[src/rtl/idi_source.sv]
// IDI request initiator: queues host commands, issues them one at a time on the
// IDI valid/ready link and returns captured read data on a backpressured port.
module idi_source #(
  parameter int FIFO_DEPTH = 4,
  parameter int ADDR_W     = 64,
  parameter int DATA_W     = 32,
  parameter int TIMEOUT    = 255
) (
  input  logic              clk,
  input  logic              rst_n,
  input  logic              cmd_valid,
  output logic              cmd_ready,
  input  logic              cmd_is_write,
  input  logic [ADDR_W-1:0] cmd_addr,
  input  logic [DATA_W-1:0] cmd_wdata,
  output logic              resp_valid,
  input  logic              resp_ready,
  output logic [DATA_W-1:0] resp_rdata,
  output logic              valid,
  input  logic              ready,
  output logic              is_write,
  output logic [ADDR_W-1:0] addr,
  output logic [DATA_W-1:0] wdata,
  input  logic [DATA_W-1:0] rdata,
  output logic              busy,
  output logic [15:0]       wr_count,
  output logic [15:0]       rd_count,
  output logic              err_timeout
);

  localparam int PW = $clog2(FIFO_DEPTH);
  localparam int CW = 1 + ADDR_W + DATA_W;
  localparam int TW = $clog2(TIMEOUT + 1);
  localparam logic [TW-1:0] T_MAX    = TW'(TIMEOUT);
  localparam logic [TW-1:0] T_MAX_M1 = TW'(TIMEOUT - 1);

  typedef enum logic [1:0] {IDLE, REQ, RDWAIT, RESP} state_t;
  state_t state;

  logic [CW-1:0] mem [FIFO_DEPTH];
  logic [PW:0]   wr_ptr;
  logic [PW:0]   rd_ptr;
  logic [CW-1:0] head;
  logic          full;
  logic          empty;
  logic          push;
  logic          pop;
  logic [TW-1:0] stall_cnt;

  // Extra pointer bit separates full (MSBs differ) from empty (pointers equal).
  assign empty     = (wr_ptr == rd_ptr);
  assign full      = (wr_ptr[PW] != rd_ptr[PW]) && (wr_ptr[PW-1:0] == rd_ptr[PW-1:0]);
  assign cmd_ready = !full;
  assign push      = cmd_valid && !full;
  assign pop       = (state == IDLE) && !empty;
  assign head      = mem[rd_ptr[PW-1:0]];
  assign busy      = (state != IDLE) || !empty;

  always_ff @(posedge clk) begin
    if (push) mem[wr_ptr[PW-1:0]] <= {cmd_is_write, cmd_addr, cmd_wdata};
  end

  always_ff @(posedge clk or negedge rst_n) begin
    if (!rst_n) begin
      wr_ptr <= '0;
      rd_ptr <= '0;
    end else begin
      if (push) wr_ptr <= wr_ptr + 1'b1;
      if (pop)  rd_ptr <= rd_ptr + 1'b1;
    end
  end

  always_ff @(posedge clk or negedge rst_n) begin
    if (!rst_n) begin
      state       <= IDLE;
      valid       <= 1'b0;
      is_write    <= 1'b0;
      addr        <= '0;
      wdata       <= '0;
      resp_valid  <= 1'b0;
      resp_rdata  <= '0;
      wr_count    <= '0;
      rd_count    <= '0;
      err_timeout <= 1'b0;
      stall_cnt   <= '0;
    end else begin
      case (state)
        IDLE: begin
          if (!empty) begin
            {is_write, addr, wdata} <= head;
            valid <= 1'b1;
            state <= REQ;
          end
        end
        REQ: begin
          if (ready) begin
            valid <= 1'b0;
            if (is_write) begin
              wr_count <= wr_count + 16'd1;
              state    <= IDLE;
            end else begin
              state <= RDWAIT;
            end
          end
        end
        RDWAIT: begin
          resp_rdata <= rdata;
          resp_valid <= 1'b1;
          state      <= RESP;
        end
        RESP: begin
          if (resp_ready) begin
            resp_valid <= 1'b0;
            rd_count   <= rd_count + 16'd1;
            state      <= IDLE;
          end
        end
        default: state <= IDLE;
      endcase

      // Stall watchdog only flags; the held request is never aborted.
      if (state == REQ && !ready) begin
        if (stall_cnt != T_MAX)    stall_cnt   <= stall_cnt + 1'b1;
        if (stall_cnt == T_MAX_M1) err_timeout <= 1'b1;
      end else begin
        stall_cnt <= '0;
      end
    end
  end

endmodule

[config.mk]
export PLATFORM = sky130hd
export DESIGN_NAME = idi_source
export DESIGN_NICKNAME = d
export VERILOG_FILES = /design/src/rtl/idi_source.sv
export SDC_FILE = /design/constraint.sdc
export NUM_CORES = 1
export LEC_CHECK = 0
export BUFFER_PORTS_ARGS = -buffer_cell sky130_fd_sc_hd__buf_4
export CORE_ASPECT_RATIO = 1.25
export CORE_MARGIN = 5
export CORE_UTILIZATION = 40
export DETAILED_ROUTE_END_ITERATION = 10
export SYNTH_ARGS = -nofsm -noshare
export SYNTH_HDL_FRONTEND = slang
export SYNTH_SLANG_ARGS = --single-unit
[constraint.sdc]
create_clock -name clk -period 7.3 [get_ports clk]
set_input_delay 0.365 -clock clk [delete_from_list [all_inputs] [get_ports clk]]
set_output_delay 0.365 -clock clk [all_outputs]
set_load 0.1 [all_outputs]
# After elaboration in Yosys (flattened, before gate mapping)
# Memories as Yosys holds them, arrays and structs flattened. A register that Yosys moved wholly into a read port is not among the register bits.
# Index checks and enable logic that the tools add are counted.
[word_totals]
out_inout_bits = 166
wordCells = 63
mem_count = 1
inputBits = 134
ram_bits = 388
regBits = 83
[op_classes]
n_reduce_logical = 20
mux = 14
addsub = 5
eq_ne = 12
bitwise = 1
[memory_table]
columns = ["memory", "depth", "word_bits", "rd", "rd_clocked_by_memory_dff", "wr", "line_no", "text"]
rows = [
  ["mem", 4, 97, 1, 1, 1, "40", "logic [CW-1:0] mem [FIFO_DEPTH];"],
]
[ops]
columns = ["cell", "count"]
rows = [
  ["adder 16 x 1 -> 16 bit, second input constant", 2],
  ["2-to-1 mux 8 bit", 2],
  ["AND reduction 3 bit", 3],
  ["adder 8 x 1 -> 8 bit, second input constant", 1],
  ["equality test 8 bit, second input constant", 1],
  ["2-to-1 mux 2 bit", 4],
  ["inequality test 8 bit, second input constant", 1],
  ["one-hot mux 2 bit (4 select lines)", 1],
  ["AND reduction 2 bit", 4],
  ["adder 3 x 1 -> 3 bit, second input constant", 2],
  ["inequality test 2 bit, second input constant", 3],
  ["nonzero test 2 bit", 3],
  ["2-to-1 mux 1 bit", 5],
  ["equality test 2 bit, second input constant", 2],
  ["logical AND 1 bit", 4],
  ["zero test 1 bit", 4],
  ["one-hot mux 1 bit (2 select lines)", 2],
  ["equality test 3 bit", 1],
  ["equality test 2 x 1 -> 1 bit, second input constant", 1],
  ["equality test 2 bit", 1],
  ["zero test 2 bit", 1],
  ["inequality test 2 x 1 -> 1 bit, second input constant", 1],
  ["logical OR 1 bit", 1],
  ["inequality test 1 bit", 1],
  ["inverter 1 bit", 1],
]

# Longest topological paths before layout
# Gate-level depths: netlist (run 1).
[depth]
ltp_word = 6
mapped_depth = 7
ltp_nobuf = 5

# Worst setup path after synthesis (run 1)
# No wires, ideal clock.
[synth_timing]
kind = "reg-to-reg"
from = "reg rd_ptr[1]"
to = "mem mem[3][0] in the netlist's numbering, enable pin"
t_required_ns = 6.831
period_less_slack_ns = 4.463
path_stages_with_launch = 5
setup_slack_ns = 2.837
arrival_ns = 3.995
setup_time_ns = 0.469
cell_sequence = "dfrtp_1 buf_2 xnor2_1 nand3b_1 and3_1"
[synth_between]
elab_chain_len = 6
[synth_lines]
columns = ["item", "line_no", "text"]
rows = [
  ["from (decl)", "42", "logic [PW:0] rd_ptr;"],
  ["from (signal assigned)", "69", "if (pop) rd_ptr <= rd_ptr + 1'b1;"],
  ["equality test 2 bit", "52", "assign full = (wr_ptr[PW] != rd_ptr[PW]) && (wr_ptr[PW-1:0] == rd_ptr[PW-1:0]);"],
  ["logical AND 1 bit", "52", ""],
  ["zero test 1 bit", "n/a", ""],
  ["via cmd_ready", "12", "output logic cmd_ready,"],
  ["logical AND 1 bit", "54", "assign push = cmd_valid && !full;"],
  ["2-to-1 mux 1 bit", "60", "if (push) mem[wr_ptr[PW-1:0]] <= {cmd_is_write, cmd_addr, cmd_wdata};"],
  ["2-to-1 mux 1 bit (implied by the code)", "60", ""],
  ["to (decl)", "40", ""],
]
# The timed path passes the listed nets, and every way through them passes these cells.

# Worst setup path in the final report (run 1)
[layout_timing]
from = "reg rd_ptr[0]"
to = "mem mem[3][83] in the netlist's numbering, enable pin"
[layout_between]
elab_chain_len = 6
[layout_lines]
columns = ["item", "line_no"]
rows = [
  ["equality test 2 bit", "52"],
  ["logical AND 1 bit", "52"],
  ["zero test 1 bit", "54"],
  ["logical AND 1 bit", "54"],
  ["2-to-1 mux 1 bit", "60"],
  ["2-to-1 mux 1 bit (implied by the code)", "60"],
]
# No other way between the ends.

==> summary.txt, run 1 <==
Setup path
  – Worst path depth: 4
  – Delay-heaviest family, CP: simple AND/OR/NAND/NOR gates
  – Critical Path RT: 7.51 ns
  – Crit path launch: rd_ptr[0]$_DFFE_PN0P_
  – Worst r2r src: rd_ptr[0]$_DFFE_PN0P_
  – Crit-path max FO: 56
  – Worst Path Arrival: 3.59 ns
  – CP Cell Sequence: xnor2_1 > nand3b_1 > and3_4 > buf_4
  – Worst setup path category: reg2reg
  – Crit path max-delay cell type: buf_4
  – Buf/Inv on CP: 1
  – FF-to-FF path depth: 4
  – Crit path capture type: flip-flop
  – Max incr delay on CP: 0.83 ns
  – Critical path capture point: mem[3][83]$_DFFE_PP_
  – Flop2flop setup slack: 3.92 ns
  – Critical path launch point type: flip-flop
  – Reg2Reg Capture Point: mem[3][83]$_DFFE_PP_

Logic synthesis
  – Number of flops mapped to enable cells by yosys: 388
  – Top post-synthesis cells by area: edfxtp_1 55%, dfrtp_1 21%, mux4_2 10%
  – Post-synthesis sequential area ratio: 76.37%
  – Main flop type after synthesis: edfxtp_1
  – Fraction of registers with async set/reset: 31.69%
  – Syn_area_per_cell: 21.09 sq um
  – Yosys Warn Count: 0
  – Post-synth top area share: 55.07%
  – Yosys cell types: 33
  – Syn_nets: 1146
  – Yosys top cell by area: edfxtp_1
  – Synthesized area: 0.02116 sq mm
  – Yosys reg bits: 568
  – Cell count after synthesis: 1003

Timing
  – Slew HR: 32.78%
  – Crit share post-route: 46.25%
  – Final Hold Viols: 0
  – Worst Max-Slew Pin Slew: 1.008 ns
  – Skew final: 0.01460 ns
  – # setup viols final: 0
  – Setup repair after global routing missed its margin: false
  – Tmin final: 3.377 ns
  – Setup TNS: 0 ns
  – F_max: 296.2 MHz
  – WHS: 0.08493 ns
  – Slew Viols, Final: 0

GRT
  – Layer carrying the most global-route usage: met2
  – Met3 usage: 3.392%
  – GR Util met2: 27.84%
  – All-layer global routing usage: 15.97%
  – Initial antenna violation count: 3
  – First-pass GRT wire length: 71220 microns
  – Vias in the first global route: 11910
  – Met1 Use GR: 20.28%
  – Grt ovf: 0
  – Largest net degree at the start of global routing: 72

Drt
  – Routed vias: 10860
  – DR DRC count: 0
  – Drt first pass iters: 5
  – Wire per inst: 21.07 microns
  – Via density: 4.982
  – Initial DRC count: 635
  – Detail Route Antenna Nets: 0
  – WL final: 45920 microns

Clock network
  – Max Root-Sink Buffers: 3
  – CTS clock-pin slew for the worst setup and hold paths: 0.06 ns
  – H-Tree Level Count: 2
  – Root buf cell: clkbuf_16
  – Clk sink count: 568
  – CTS Buf Count: 55
  – Post-CTS setup buffer count: 0
  – Post-CTS sizing: 0
  – Clock Latency Late Sink: 0.60 ns
  – CTS tree: yes

Place
  – Routability cong.: 0.7573
  – DP HPWL: 28020 microns
  – IO buf count: 299
  – Post-Place Cells: 1946

Floorplanning
  – DIE AREA: 0.05762 sq mm
  – Site Rows: 94
  – Chip width: 215.7 microns
  – Io pins: 300
  – Starting Density: 40.24%
  – Core Region: 0.05257 sq mm
  – Die Span Y: 267.1 microns

Finish
  – Synth-to-layout area growth: 28.73%
  – Fin cells: 2179
  – Final #Nets: 1604
  – Commonest non-fill, non-tap cells in the layout: 388 x edfxtp_1, 310 x buf_4, 178 x dfrtp_1
  – Most common cell after layout, fill and taps aside: edfxtp_1
  – Fraction of layout instances using a drive strength above 1: 35.13%

Min path
  – Hold crit path type: in2reg
  – Hold Path Stages: 3

Run status
  – Status: complete, no violations

Job
  – Max-Cap Viols: 0
-- cells by family after synthesis --
family          Yosys count  synth area share (%)
compound gates           13                0.4376
xor+xnor                 39                 1.615
fa+ha+maj                 9                0.5323
buf+inv                  50                 1.337
flops                   568                 76.37
mux                     229                 17.35
simple gates             95                 2.360
-- Yosys cell counts, types with 4 or more instances --
master	n
a31oi_1	4
and3_1	8
and4_1	6
buf_2	16
buf_4	6
buf_6	7
clkbuf_1	11
dfrtp_1	180
edfxtp_1	388
ha_1	9
inv_1	9
mux2_1	106
mux2_2	26
mux4_2	97
nand2_1	22
nand3_1	9
nand4_1	13
nor2_1	19
nor3_1	8
xnor2_1	28
xor2_1	11
-- area by class of cell --
class	instances	area (sq um)
inverter	10	37.54
clock inverter	35	342.8
clock buffer	67	1453
antenna	1	2.502
fill	4259	25340
sequential	568	16160
tap	672	840.8
timing repair buffer	441	3642
multi-input combinational	385	4751
-- routing by layer --
layer  vias up  wire (microns)
met4         4            1035
met2       290           23330
li1       4876               -
met5         -              27
met1      5621           18990
met3        64            2536
-- what timing repair did --
action                                  in CTS  in global routing
hold buffers                               130                  0
endpoints found under the setup margin       0                  0
hold endpoints to repair                   489                  0
-- worst min-delay path, cell delays in order --
cell,delay (ns)
buf_4,0.13
nand3b_1,0.07
a21oi_1,0.06
-- worst min-delay path by stage --
| stage | from | slack [ns] | to |
|---|---|---|---|
| floorplan | rst_n | 0.07 | async pin |
| global placement | rst_n | 0.44 | resp_rdata[3]$_DFFE_PN0P_ |
| global route | cmd_valid | 0.09 | wr_ptr[0]$_DFFE_PN0N_ |
| finish | ready | 0.08 | flip-flop |
| detailed placement | rst_n | 0.44 | resp_rdata[15]$_DFFE_PN0P_ |
| CTS | ready | 0.04 | flip-flop |
-- flip-flops by register name, summed over array words and instances (netlist names), 3 cells and up, named ones only --
signal,count
rd_ptr,3
stall_cnt,8
rd_count,16
resp_rdata,32
wr_count,16
mem,388
wdata,32
wr_ptr,3
addr,64
-- through the flow --
stage / utilization (%) / setup slack (ns) / area [sq um]
3_5_place_dp: 45.90 / 3.789 / 24130
4_1_cts: 51.79 / 3.764 / 27230
2_1_floorplan: - / 2.837 / 21160
5_1_grt: 51.80 / 3.622 / 27230
3_3_place_gp: 45.90 / 3.760 / 24130
6_report: 51.80 / 3.923 / 27230
Power of run 1 is not shown: default switching activity piles up to over one toggle a cycle in this logic, so the estimate is an artifact.
==> inputs of run 2 (changes only) <==
--- a/config.mk
+++ b/config.mk
@@ -5,6 +5,7 @@
 export SDC_FILE = /design/constraint.sdc
 export NUM_CORES = 1
 export LEC_CHECK = 0
+export ABC_AREA = 1
 export BUFFER_PORTS_ARGS = -buffer_cell sky130_fd_sc_hd__buf_4
 export CORE_ASPECT_RATIO = 1.25
 export CORE_MARGIN = 5
==> constraint.sdc (replaced) <==
create_clock -name clk -period 3.4 [get_ports clk]
set_input_delay 0.17 -clock clk [delete_from_list [all_inputs] [get_ports clk]]
set_output_delay 0.17 -clock clk [all_outputs]
set_load 0.1 [all_outputs]
==> run 2 against run 1 <==
- clock skew up 0.0075 ns
- register-to-register slack got worse by 3.0 ns
- synthesized area grew 4.7%
- utilization increased by 0.16 points
- final cell count rose by 40%
- critical path type unchanged
- highest routed layer unchanged
- via count is 38% higher
- critical path depth increased by 2
==> summary.txt, run 2 <==
Min path
  – Hold crit path type: in2async (was in2reg)

Logic synthesis
  – Complex-gate fraction of the synthesized area: 7.098% (was 0.4377%)
  – Yosys reg bits: 568 (unchanged)
  – Cell count after synthesis: 1856 (was 1003)
  – Post-Synth Simple-Gate Area: 14.04% (was 2.360%)
  – Xor and xnor area share after synthesis: 0.9091% (was 1.615%)
  – Syn_nets: 1999 (was 1146)
  – Main flop type after synthesis: edfxtp_1 (unchanged)
  – Post-synth top area share: 52.58% (was 55.07%)
  – Mux share of post-synthesis cell area: 1.626% (was 17.35%)
  – Top post-synthesis cells by area: edfxtp_1 53%, dfrtp_1 20%, o21ai_0 5.9% (was edfxtp_1 55%, dfrtp_1 21%, mux4_2 10%)
  – Post-synthesis sequential area ratio: 72.91% (was 76.37%)
  – Yosys top cell by area: edfxtp_1 (unchanged)
  – Adder and majority gate portion of the synthesized area: 0.5082% (was 0.5323%)
  – Yosys Warn Count: 0 (unchanged)
  – Synthesized area: 0.02216 sq mm (was 0.02116 sq mm)
  – Number of flops mapped to enable cells by yosys: 388 (unchanged)
  – Yosys cell types: 33 (unchanged)
  – Cell with the most instances after synthesis: edfxtp_1 (unchanged)
  – Synth top cells by count: 388 x edfxtp_1, 325 x nor2_1, 302 x nand2_1 (was 388 x edfxtp_1, 180 x dfrtp_1, 106 x mux2_1)
  – Fraction of registers with async set/reset: 31.69% (unchanged)
  – Largest family of logic cells by synthesized area: simple AND/OR/NAND/NOR gates (was multiplexers)
  – Syn_area_per_cell: 11.94 sq um (was 21.09 sq um)

Drt
  – Via density: 4.914 (was 4.982)
  – WL final: 55700 microns (was 45920 microns)
  – Initial DRC count: 1222 (was 635)
  – Routed vias: 15010 (was 10860)
  – DR DRC count: 0 (unchanged)
  – Wire per inst: 18.24 microns (was 21.07 microns)
  – Detail Route Antenna Nets: 0 (unchanged)
  – Drt first pass iters: 5 (unchanged)

Floorplanning
  – Io pins: 300 (unchanged)
  – Core Region: 0.05489 sq mm (was 0.05257 sq mm)
  – Site Rows: 96 (was 94)
  – Starting Density: 40.37% (was 40.24%)
  – Chip width: 220.5 microns (was 215.7 microns)
  – Die Span Y: 273.1 microns (was 267.1 microns)
  – DIE AREA: 0.06023 sq mm (was 0.05762 sq mm)

Clock network
  – Post-CTS setup buffer count: 0 (unchanged)
  – H-Tree Level Count: 2 (unchanged)
  – Root buf cell: clkbuf_16 (unchanged)
  – Max Root-Sink Buffers: 3 (unchanged)
  – Clk sink count: 568 (unchanged)
  – CTS clock-pin slew for the worst setup and hold paths: 0.06 ns (about the same)
  – CTS Buf Count: 55 (unchanged)
  – Clock Latency Late Sink: 0.61 ns (was 0.60 ns)
  – CTS tree: yes (unchanged)

Timing
  – Min setup slack post-route: 0.9662 ns (was 3.923 ns)
  – Crit share post-route: 71.58% (was 46.25%)
  – Slew Viols, Final: 0 (unchanged)
  – Skew final: 0.02212 ns (was 0.01460 ns)
  – # setup viols final: 0 (unchanged)
  – Setup repair after global routing missed its margin: false (unchanged)
  – F_max: 410.9 MHz (was 296.2 MHz)
  – Final Hold Viols: 0 (unchanged)
  – Worst Max-Slew Pin Slew: 1.061 ns (was 1.008 ns)
  – Slew HR: 29.28% (was 32.78%)
  – Tmin final: 2.434 ns (was 3.377 ns)

Finish
  – Fraction of layout instances using a drive strength above 1: 19.97% (was 35.13%)
  – Most common cell after layout, fill and taps aside: edfxtp_1 (unchanged)
  – Final #Nets: 2409 (was 1604)
  – Max reg flops: 388 (unchanged)
  – Fin cells: 3054 (was 2179)
  – Commonest non-fill, non-tap cells in the layout: 388 x edfxtp_1, 321 x nor2_1, 311 x buf_4 (was 388 x edfxtp_1, 310 x buf_4, 178 x dfrtp_1)
  – Synth-to-layout area growth: 28.72% (was 28.73%)

GRT
  – Vias in the first global route: 15180 (was 11910)
  – Largest net degree at the start of global routing: 197 (was 72)
  – All-layer global routing usage: 18.25% (was 15.97%)
  – Grt ovf: 0 (unchanged)
  – First-pass GRT wire length: 86660 microns (was 71220 microns)
  – Initial antenna violation count: 8 (was 3)

Place
  – DP HPWL: 32870 microns (was 28020 microns)
  – Setup Slack @ Placement: 0.9146 ns (was 3.789 ns)
  – Routability cong.: 0.8141 (was 0.7573)
  – Post-Place Cells: 2811 (was 1946)
  – IO buf count: 299 (unchanged)

Setup path
  – Critical path launch point type: flip-flop (unchanged)
  – Crit path capture type: flip-flop (unchanged)
  – Crit path max-delay cell type: nand2_4 (was buf_4)
  – CP Cell Sequence: xnor2_1 > nand3_4 > nand2_4 > buf_12 > nand2_1 > nand2_1 (was xnor2_1 > nand3b_1 > and3_4 > buf_4)
  – Crit path top cell by count: nand2_1
  – Delay-heaviest family, CP: simple AND/OR/NAND/NOR gates (unchanged)
  – Worst r2r src: rd_ptr[1]$_DFFE_PN0P_ (was rd_ptr[0]$_DFFE_PN0P_)
  – Worst Path Arrival: 2.96 ns (was 3.59 ns)
  – Crit path launch: rd_ptr[1]$_DFFE_PN0P_ (was rd_ptr[0]$_DFFE_PN0P_)
  – Critical Path RT: 3.92 ns (was 7.51 ns)
  – Buf/Inv on CP: 1 (unchanged)
  – Worst setup path category: reg2reg (unchanged)
  – Crit-path max FO: 60 (was 56)
  – Max incr delay on CP: 0.54 ns (was 0.83 ns)

Job
  – Max-Cap Viols: 0 (unchanged)

Run status
  – Status: complete, no violations (unchanged)
run 2: timing repair:
action	4_1_cts	5_1_grt
endpoints found under the hold margin	495	0
hold buffers	133	0
gates resized for setup	0	0
run 2: worst reg2reg max path, cell delays in order (launching register included):
cell and delay (ns):
dfrtp_4 0.49, xnor2_1 0.37, nand3_4 0.36, nand2_4 0.54
buf_12 0.39, nand2_1 0.12, nand2_1 0.08
run 2: kinds of logic (layout without fill, tap and decap cells):
kind of cell | count (synthesis) | after routing
simple gates | 770 | 770
flops | 568 | 568
mux | 32 | 32
buf+inv | 143 | 600
fa+ha+maj | 9 | 9
compound gates | 311 | 311
other cells | 0 | 6
xor+xnor | 23 | 23
run 2: stage by stage:
| step | area, sq um | TNS (ns) | util [%] | hold WS [ns] |
|---|---|---|---|---|
| 2_1_floorplan | 22210 | -161.37 | - | -0.1256 |
| 3_3_place_gp | 25180 | 0 | 45.87 | 0.2431 |
| 3_5_place_dp | 25180 | 0 | 45.87 | 0.2501 |
| 4_1_cts | 28510 | 0 | 51.94 | 0.1708 |
| 5_1_grt | 28520 | 0 | 51.96 | 0.1999 |
| 6_report | 28520 | 0 | 51.96 | 0.1532 |
run 2: worst paths after layout:
check	cells after the start	slack, ns	end
max	6	0.97	wdata[18]$_DFFE_PN0P_
max in group asynchronous	3	2.28	resp_rdata[22]$_DFFE_PN0P_
max reg2reg	6	0.97	wdata[18]$_DFFE_PN0P_
min reg2reg	2	0.48	addr[0]$_DFFE_PN0P_
min in group clk	2	0.31	mem[2][74]$_DFFE_PP_
min	2	0.15	addr[1]$_DFFE_PN0P_
run 2: per-layer routing:
| layer | routed length [microns] | share of wire, % | track usage, % | vias up |
|---|---|---|---|---|
| li1 | - | - | - | 7240 |
| met1 | 23600 | 42 | 23.67 | 7268 |
| met2 | 27230 | 49 | 31.05 | 411 |
| met3 | 3485 | 6.3 | 3.978 | 83 |
| met4 | 1361 | 2.4 | 5.110 | 4 |
| met5 | 21 | 0.038 | 0 | - |
run 2: layout make-up:
type,count,area [sq um]
Antenna cell,6,15.01
Clock buffer,73,1622
Clock inverter,31,374.1
Fill cell,4629,26370
Inverter,42,162.7
Multi-Input combinational cell,1145,5408
Sequential cell,568,16160
Tap cell,735,919.6
Timing Repair Buffer,454,3860
Power of run 2 is left out for the same reason.
==> inputs of run 3 (changes only) <==
==> constraint.sdc (replaced) <==
create_clock -name clk -period 2 [get_ports clk]
set_input_delay 0.1 -clock clk [delete_from_list [all_inputs] [get_ports clk]]
set_output_delay 0.1 -clock clk [all_outputs]
set_load 0.1 [all_outputs]
==> run 3 against run 2 <==
- final cell count is 1.1% higher
- first-iteration DRC count is 11% lower
- die area stayed put
- final area is 1.9% higher
- clock skew hardly changed
- highest routed layer is now met4
- worst setup slack worse by 0.90 ns
- register-to-register slack worse by 0.90 ns
- utilization is 0.99 points higher
- sequential cell count stayed put
- clock-buffer cell count is 3 higher
==> summary.txt, run 3 (synthesis gave the netlist of run 2 again) <==
Timing
  – Worst Max-Slew Pin Slew: 0.6250 ns (was 1.061 ns)
  – # setup viols final: 0 (unchanged)
  – Setup TNS: 0 ns (unchanged)
  – Slew HR: 58.01% (was 29.28%)
  – Tmin final: 1.936 ns
  – F_max: 516.6 MHz
  – Skew final: 0.02195 ns (was 0.02212 ns)
  – Slew Viols, Final: 0 (unchanged)
  – Crit share post-route: 96.79%
  – Final Hold Viols: 0 (unchanged)
  – Setup repair after global routing missed its margin: false (unchanged)

Clock network
  – Max Root-Sink Buffers: 3 (unchanged)
  – Clock Latency Late Sink: 0.62 ns (was 0.61 ns)
  – CTS clock-pin slew for the worst setup and hold paths: 0.06 ns (about the same)
  – H-Tree Level Count: 2 (unchanged)
  – Clk sink count: 568 (unchanged)
  – CTS tree: yes (unchanged)
  – CTS Buf Count: 56 (was 55)
  – Root buf cell: clkbuf_16 (unchanged)

Drt
  – Drt first pass iters: 5 (unchanged)
  – Wire per inst: 18.92 microns (was 18.24 microns)
  – Via density: 4.952 (was 4.914)
  – WL final: 58430 microns (was 55700 microns)
  – Routed vias: 15290 (was 15010)
  – Initial DRC count: 1093 (was 1222)
  – Detail Route Antenna Nets: 0 (unchanged)
  – DR DRC count: 0 (unchanged)

Job
  – Max-Cap Viols: 0 (unchanged)

Place
  – Routability cong.: 0.7874 (was 0.8141)
  – IO buf count: 299 (unchanged)
  – DP HPWL: 33180 microns (was 32870 microns)
  – Post-Place Cells: 2834 (was 2811)
  – Post-DP Area: 0.02562 sq mm (was 0.02518 sq mm)

Floorplanning
  – DIE AREA: 0.06023 sq mm (unchanged)
  – Core Region: 0.05489 sq mm (unchanged)
  – Site Rows: 96 (unchanged)
  – Chip width: 220.5 microns (unchanged)
  – Starting Density: 40.37% (unchanged)
  – Io pins: 300 (unchanged)
  – Die Span Y: 273.1 microns (unchanged)

Setup path
  – Critical path launch point type: flip-flop (unchanged)
  – Crit-path max FO: 4 (was 60)
  – Worst setup path category: reg2out (was reg2reg)
  – Critical Path RT: 1.90 ns (was 3.92 ns)
  – Flop2flop setup slack: 0.06 ns (was 0.97 ns)
  – Worst Path Arrival: 1.84 ns (was 2.96 ns)
  – Crit path capture type: primary output (was flip-flop)

GRT
  – Vias in the first global route: 15580 (was 15180)
  – Initial antenna violation count: 2 (was 8)
  – Grt ovf: 0 (unchanged)
  – All-layer global routing usage: 18.56% (was 18.25%)
  – Largest net degree at the start of global routing: 196 (was 197)
  – First-pass GRT wire length: 88080 microns (was 86660 microns)

Finish
  – Max reg flops: 388 (unchanged)
  – Synth-to-layout area growth: 31.19% (was 28.72%)
  – Most common cell after layout, fill and taps aside: edfxtp_1 (unchanged)
  – Final #Nets: 2447 (was 2409)
  – Util after Layout: 52.96% (was 51.96%)
  – Commonest non-fill, non-tap cells in the layout: 388 x edfxtp_1, 321 x nor2_1, 319 x buf_4 (was 388 x edfxtp_1, 321 x nor2_1, 311 x buf_4)
  – Fin cells: 3088 (was 3054)
  – Fin area: 0.02907 sq mm (was 0.02852 sq mm)
  – Fraction of layout instances using a drive strength above 1: 21.05% (was 19.97%)

Run status
  – Status: complete, no violations (unchanged)

Min path
  – Hold crit path type: in2async (unchanged)
[run 3: stage by stage]
stage | setup slack, ns | hold WS (ns)
detailed placement | 0.03327 | -0.02992
global placement | 0.06708 | -0.03362
global route | 0.004929 | 0.1039
floorplan | -1.835 | -0.1956
CTS | 0.0007956 | 0.06804
finish | 0.06410 | 0.07950
[run 3: worst paths after layout]
path                                       startpoint                       to  depth (start not counted)
worst min-delay path                            rst_n  rd_count[9]$_DFFE_PN0P_                          3
worst max-delay path            rd_ptr[0]$_DFFE_PN0P_                cmd_ready                          6
worst min register to register    addr[3]$_DFFE_PN0P_      addr[3]$_DFFE_PN0P_                          2
max in group asynchronous                       rst_n  rd_count[1]$_DFFE_PN0P_                          3
worst max register to register  rd_ptr[0]$_DFFE_PN0P_     mem[1][38]$_DFFE_PP_                          7
min in group clk                         cmd_addr[44]     mem[2][76]$_DFFE_PP_                          2
[run 3: final cells by class]
class | count | area [sq um]
inverters | 42 | 162.7
clock buffers | 76 | 1516
repair buffers | 491 | 4498
diodes | 2 | 5.005
multi-input cells | 1145 | 5435
clock inverters | 29 | 361.6
fillers | 4588 | 25820
flip-flops and latches | 568 | 16170
well taps | 735 | 919.6
[run 3: critical path: stages, from the launching register on]
cell and delay [ns]:
dfrtp_4 0.53, inv_6 0.07, nand2_2 0.04, nand2_2 0.10, nand4_1 0.12, buf_4 0.18, buf_12 0.16
[run 3: metal layers]
metal | GRT usage, % | routed length (microns) | vias to the layer above
met1 | 23.91 | 24540 | 7488
met2 | 32.32 | 29120 | 420
li1 | - | - | 7307
met4 | 4.637 | 1163 | 0
met5 | 0 | 0 | -
met3 | 3.645 | 3596 | 78
[run 3: repair_timing]
action / CTS / global route
hold buffers: 134 / 0
resized for setup: 4 / 9
endpoints found under the hold margin: 619 / 0
pin swaps: 3 / 3
setup endpoints to repair: 3 / 198
buffers inserted: 4 / 6
gates cloned: 0 / 3
Power of run 3 is left out for the same reason.
